**src/rtl/tff_count_sequencer.sv**
```systemverilog
// tff_count_sequencer: command-driven counter built on a bank of toggle flip-flops.
// Accepts one command per start handshake (up N, down N, load value, clear), walks the
// toggle bank through it one step per cycle, and pulses done for one cycle on completion.
// The bank is only ever steered through its T vector; count is never written directly.
//
// Ports:
//   clk      rising-edge clock
//   resetn   asynchronous active-low reset
//   start    command request, accepted only while busy=0
//   mode     00 up, 01 down, 10 load, 11 clear (sampled with start)
//   operand  step count for up/down, load value for load, ignored for clear
//   busy     high from the cycle after acceptance until return to idle
//   done     one-cycle completion pulse
//   count    registered Q of the toggle bank
//   wrap     sticky flag: count wrapped during the last command
module tff_count_sequencer #(
  parameter int unsigned WIDTH = 8
) (
  input  logic             clk,
  input  logic             resetn,
  input  logic             start,
  input  logic [1:0]       mode,
  input  logic [WIDTH-1:0] operand,
  output logic             busy,
  output logic             done,
  output logic [WIDTH-1:0] count,
  output logic             wrap
);

  localparam logic [1:0] ModeUp    = 2'b00;
  localparam logic [1:0] ModeDown  = 2'b01;
  localparam logic [1:0] ModeLoad  = 2'b10;
  localparam logic [1:0] ModeClear = 2'b11;

  typedef enum logic [1:0] {StIdle, StRun, StDone} state_e;

  state_e           state_q, state_d;
  logic [1:0]       mode_q, mode_d;
  logic [WIDTH-1:0] operand_q, operand_d;
  logic [WIDTH-1:0] steps_q, steps_d;
  logic [WIDTH-1:0] count_q;
  logic             wrap_q, wrap_d;
  logic [WIDTH-1:0] t_up, t_down, t_sel, t;

  // Ripple-carry/borrow toggle enables: bit i toggles when all lower bits are 1 (up) or 0 (down).
  always_comb begin
    logic ones, zeros;
    ones   = 1'b1;
    zeros  = 1'b1;
    t_up   = '0;
    t_down = '0;
    for (int i = 0; i < int'(WIDTH); i++) begin
      t_up[i]   = ones;
      t_down[i] = zeros;
      ones      = ones & count_q[i];
      zeros     = zeros & ~count_q[i];
    end
  end

  always_comb begin
    t_sel = '0;
    unique case (mode_q)
      ModeUp:    t_sel = t_up;
      ModeDown:  t_sel = t_down;
      ModeLoad:  t_sel = count_q ^ operand_q;
      ModeClear: t_sel = count_q;
      default:   t_sel = '0;
    endcase
  end

  always_comb begin
    state_d   = state_q;
    mode_d    = mode_q;
    operand_d = operand_q;
    steps_d   = steps_q;
    wrap_d    = wrap_q;
    t         = '0;
    unique case (state_q)
      StIdle: begin
        if (start) begin
          state_d   = StRun;
          mode_d    = mode;
          operand_d = operand;
          wrap_d    = 1'b0;
          // Load and clear finish in a single toggle step.
          steps_d   = (mode == ModeUp || mode == ModeDown) ? operand : WIDTH'(1);
        end
      end
      StRun: begin
        if (steps_q == '0) begin
          state_d = StDone;
        end else begin
          t       = t_sel;
          steps_d = steps_q - WIDTH'(1);
          if ((mode_q == ModeUp && (&count_q)) || (mode_q == ModeDown && count_q == '0)) begin
            wrap_d = 1'b1;
          end
        end
      end
      StDone: begin
        state_d = StIdle;
      end
      default: begin
        state_d = StIdle;
      end
    endcase
  end

  always_ff @(posedge clk or negedge resetn) begin
    if (!resetn) begin
      state_q   <= StIdle;
      mode_q    <= ModeUp;
      operand_q <= '0;
      steps_q   <= '0;
      wrap_q    <= 1'b0;
    end else begin
      state_q   <= state_d;
      mode_q    <= mode_d;
      operand_q <= operand_d;
      steps_q   <= steps_d;
      wrap_q    <= wrap_d;
    end
  end

  // Toggle-flip-flop bank: each bit flips when its T input is set.
  always_ff @(posedge clk or negedge resetn) begin
    if (!resetn) begin
      count_q <= '0;
    end else begin
      count_q <= count_q ^ t;
    end
  end

  assign busy  = (state_q != StIdle);
  assign done  = (state_q == StDone);
  assign count = count_q;
  assign wrap  = wrap_q;

endmodule
```
**config.mk**
```make
export PLATFORM = sky130hd
export DESIGN_NAME = tff_count_sequencer
export DESIGN_NICKNAME = d
export VERILOG_FILES = /design/src/rtl/tff_count_sequencer.sv
export SDC_FILE = /design/constraint.sdc
export NUM_CORES = 1
export LEC_CHECK = 0
export CAP_MARGIN = 40
export CELL_PAD_IN_SITES_DETAIL_PLACEMENT = 1
export CELL_PAD_IN_SITES_GLOBAL_PLACEMENT = 2
export CORE_MARGIN = 4
export CORE_UTILIZATION = 33
export DETAILED_ROUTE_END_ITERATION = 12
export GPL_TIMING_DRIVEN = 0
export PLACE_DENSITY = 0.89
export SLEW_MARGIN = 20
export SYNTH_ARGS = -nofsm -noshare
export SYNTH_HDL_FRONTEND = slang
export SYNTH_SLANG_ARGS = --single-unit
```
**constraint.sdc**
```tcl
create_clock -name clk -period 2.2 [get_ports clk]
set_input_delay 0.55 -clock clk [delete_from_list [all_inputs] [get_ports clk]]
set_output_delay 0.55 -clock clk [all_outputs]
set_load 0.05 [all_outputs]
```
# [Word level (Yosys, flattened, before mapping)]
# Cells that the tools add are included.
# Widths: inputs -> output; s select.
[totals] ff_bits=29 latch_bits=0 ramBits=0 rom_bits=0 in_bits=13 out_inout_bits=11 n_memories=0
[op_classes] add_sub_neg=1 n_mul=0 div_mod_pow=0 n_lt_le_gt_ge=0 eq_ne=10 shifts=0 mux=14 bitwise=21 n_reduce_logical=16
[op_table] operator="$mux 8" count=5
[op_table] operator="$pmux 8 s4" count=1
[op_table] operator="$logic_not 8->1" count=2
[op_table] operator="$pmux 8 s2" count=1
[op_table] operator="$xor 8x8->8" count=2
[op_table] operator="$and 1x1->1" count=12
[op_table] operator="$ne 2x2->1 const B" count=4
[op_table] operator="$reduce_and 8->1" count=1
[op_table] operator="$sub 8x1->8 const B" count=1
[op_table] operator="$not 1->1" count=7
[op_table] operator="$eq 2x1->1 const B" count=3
[op_table] operator="$eq 2x2->1 const B" count=3
[op_table] operator="$logic_not 2->1" count=3
[op_table] operator="$mux 2" count=2
[op_table] operator="$pmux 2 s2" count=1
[op_table] operator="$reduce_and 2->1" count=2
[op_table] operator="$reduce_and 4->1" count=1
[op_table] operator="$reduce_bool 2->1" count=2
[op_table] operator="$mux 1" count=3
[op_table] operator="$reduce_and 3->1" count=1
[op_table] operator="$logic_and 1x1->1" count=2
[op_table] operator="$logic_or 1x1->1" count=2
[op_table] operator="$pmux 1 s2" count=1

# [Depth between registers and ports, before layout]
[logic_depth] ltp_word=11 ltp_mapped=8

# [Worst setup path after synthesis]
# No wires, ideal clock.
[synth_path] kind="register to register" start="register count_q[0] (netlist: count[0])" end="register count_q[7] (netlist: count[7])" setup_time_ps=133 t_arrival_ps=2086 t_required_ps=2067 slack_ps=-19 stages_incl_launch_ff=7 path_buffers=1 path_cell_list="dfrtp_1 buf_6 or4_4 or4_4 a31oi_1 o31a_1 o211ai_2"
[synth_via] elab_chain_cells=11 elab_cells_between_ends=17
[synth_lines] element="start: declaration" line="41" source="logic [WIDTH-1:0] count_q;"
[synth_lines] element="start signal: assignment" line="130" source="count_q <= count_q ^ t;"
[synth_lines] element="$not 1->1" line="56" source="zeros = zeros & ~count_q[i];"
[synth_lines] element="$and 1x1->1 (6 in a row)" line="56"
[synth_lines] element="$pmux 8 s4 *" line="62" source="unique case (mode_q)"
[synth_lines] element="$mux 8 *" line="90" source="if (steps_q == '0) begin"
[synth_lines] element="$mux 8 *" line="78" source="unique case (state_q)"
[synth_lines] element="$xor 8x8->8 *" line="130"
# Mark *: on every way between the ends. The rest lies on a longest branch, timed or not.
# A chain may end at the register's enable or synchronous reset.

# [Final worst setup path]
[layout_path] start="register count_q[7] (netlist: count[7])" end="output port count[7]"
[layout_rtl] element="end: declaration" line="26" source="output logic [WIDTH-1:0] count,"
# No word-level cell between the ends.

==> impl_metrics.yaml <==
global_routing:
  top_usage_layer: "met2"
  grtUsageMet2: 0.240
  met1_usage: 0.210
  grt_usage: 0.153
  grt_max_degree: 30
  grt-ovfl-total: 0
  grt_use_met3: 0.0317
  antenna_found_initial: 0
  grt_pass1_vias: 1466
  grt_pass1_wl_um: 7400
final_layout:
  layout_common_cells: "28 x dfrtp_1, 19 x o21ai_0, 16 x clkdlybuf4s50_1"
  final_area_um2: 2100
  finalNetCount: 225
  final_cells: 278
  final_common_cell: "dfrtp_1"
  syn_to_final_growth_pct: 26.6
  drive_above_1_share: 0.161
  n_antenna_cell: 0
  multiInputGateArea_um2: 892
  fin_util: 0.439
  final.fill_count: 567
  final-seq-area_um2: 727
die:
  die_h_um: 78.9
  dieArea_um2: 6220
  initial_core_util: 0.346
  core-area_um2: 4790
  rows: 25
  io-pin-count: 24
  die_w_um: 78.9
critical_path:
  end_kind: "primary output"
  crit_path_start_kind: "register"
  cp_top_family: "buffers and inverters"
  rr_worst_depth: 6
  critPathKind: "register to primary output"
  crit_required_ns: 1.65
  worst_path_max_delay_cell: "clkdlybuf4s50_1"
  cp_data_arrival_time_ns: 1.55
  crit_chain: "clkdlybuf4s50_1"
  cp_num_buf_inv: 1
  cp_max_fo: 7
  max_stage_delay_ns: 0.84
  path_depth: 1
cts:
  clock_path_buffers: 2
  clk_pin_slew_worst_paths_ns: 0.07
  clk_latency_ns: 0.28
  cts.htree.levels: 2
  clock-root-buffer: "clkbuf_8"
  cts.sinks: 29
  cts_buffers: 5
  cts_tree: "done"
sta:
  finClkSkew_ns: 0.00834
  drv_slew: 0
  final_hold_viol_count: 0
  layout_min_cycle_time_ns: 2.10
  finalSetupViolCount: 0
  tightest_slew_ns: 0.693
  period_share: 0.956
  fin_setup_tns_ns: 0
  relSlewSlack: 0.534
  clock.fmax_mhz: 475
synthesis:
  synthTopCellsByArea: "dfrtp_1 44%, mux2_2 6.1%, o21ai_0 5.7%, a21oi_1 3.6%, nand2_1 3.2%"
  synth_area_um2: 1660
  postSynthCellCount: 180
  synth_warnings: 0
  yosys.area.top_type: "dfrtp_1"
  synth_cell_types: 44
  async_flop_share: 1.00
  synth_seq_cells: 29
  synth_top_area_share: 0.438
  avgSynthCellArea_um2: 9.21
  synth-edff-count: 0
  syn_nets: 195
  yosysSeqAreaShare: 0.438
  synth_flop_cell: "dfrtp_1"
routing:
  ant_nets: 0
  vias: 1491
  drt_iter0_markers: 54
  firstDrtPassIters: 4
  via_per_inst: 5.36
  wire_per_inst_um: 16.2
  drc: 0
  routed_wirelength_um: 4490
job:
  max-cap-violations: 0
power_and_ir_drop:
  cellLeakagePower_nw: 0.890
  totalPowerFinal_mw: 3.35
  ir_drop_mv: 0.484
  powerDensity_nw_per_um2: 1600
placement:
  dp_cells: 270
  io_buffers: 23
  gp_congestion: 0.838
  post-dp-hpwl_um: 3270
  dpl-instance-area_um2: 1970
outcome:
  status: "completed"
worst_hold_path:
  hold_class: "input port to asynchronous set/reset pin"
cell type report:
cell class / count / area share
plain buffers: 8 / 0.0191
clock buffers: 7 / 0.0459
clock inverters: 1 / 0.00238
inverters: 6 / 0.0107
multi-input cells: 137 / 0.425
flip-flops and latches: 29 / 0.346
well taps: 67 / 0.0399
repair buffers: 23 / 0.111
metal layers:
metal	share of wire	vias to the layer above
met2	0.47	35
met4	0.014	0
met5	0	-
li1	-	720
met3	0.047	7
met1	0.47	729
path summary, 6_finish.rpt:
kind | startpoint | endpoint | slack, ns
setup / recovery | count[7]$_DFF_PN0_ | count[7] | 0.1
hold / removal | resetn | count[2]$_DFF_PN0_ | 0.30
setup reg to reg | steps_q[3]$_DFFE_PN0P_ | count[3]$_DFF_PN0_ | 0.14
hold reg to reg | operand_q[5]$_DFFE_PN0P_ | operand_q[5]$_DFFE_PN0P_ | 0.51
max in group asynchronous | resetn | count[0]$_DFF_PN0_ | 1.43
min in group clk | operand_q[5]$_DFFE_PN0P_ | operand_q[5]$_DFFE_PN0P_ | 0.51
sequential cells by signal (all words and copies together) (netlist names):
signal	flops
count	8
operand_q	8
steps_q	8
mode_q	2
state_q	2
wrap	1
cells by family after synthesis:
group	synth area share
buffers and inverters	0.0377
AND/OR/NAND/NOR	0.241
adder cells (fa/ha/maj)	0.0151
multiplexers	0.0732
XOR/XNOR	0.0159
AO/OA/AOI/OAI	0.180
flip-flops	0.438
metrics by stage:
step / hold WS (ns) / setup WS (ns)
after CTS: 0.329 / 0.00135
after global routing: 0.351 / -0.0339
final: 0.300 / 0.0967
after floorplan: 0.254 / 0.0454
after global placement: 0.495 / -0.186
after detailed placement: 0.500 / -0.170
timing repair:
action | 4_1_cts | 5_1_grt
gates cloned | 0 | 0
endpoints found under the setup margin | 4 | 13
buffers inserted | 0 | 0
pin swaps | 0 | 0
gates resized for setup | 4 | 6
hold buffers | 0 | 0
cell usage after synthesis, types with 2 or more instances:
cell / number
a21oi_1: 12
a22oi_1: 2
a31oi_1: 4
buf_2: 2
clkbuf_1: 5
dfrtp_1: 29
ha_1: 2
inv_1: 6
mux2_2: 9
mux2i_1: 2
nand2_1: 14
nand2b_1: 4
nand3_1: 8
nor2_1: 12
nor2b_1: 5
nor3_1: 8
nor3b_1: 4
nor4_1: 2
o21ai_0: 19
o22ai_1: 2
or2_2: 2
or4_1: 2
or4_4: 2
xnor2_1: 3
where the power goes:
part,switching [mW],internal (mW)
Clock,0.214,0.283
Sequential,0.267,0.793
Combinational,1.07,0.724
Note: power is estimated with default switching activity, not from simulation.
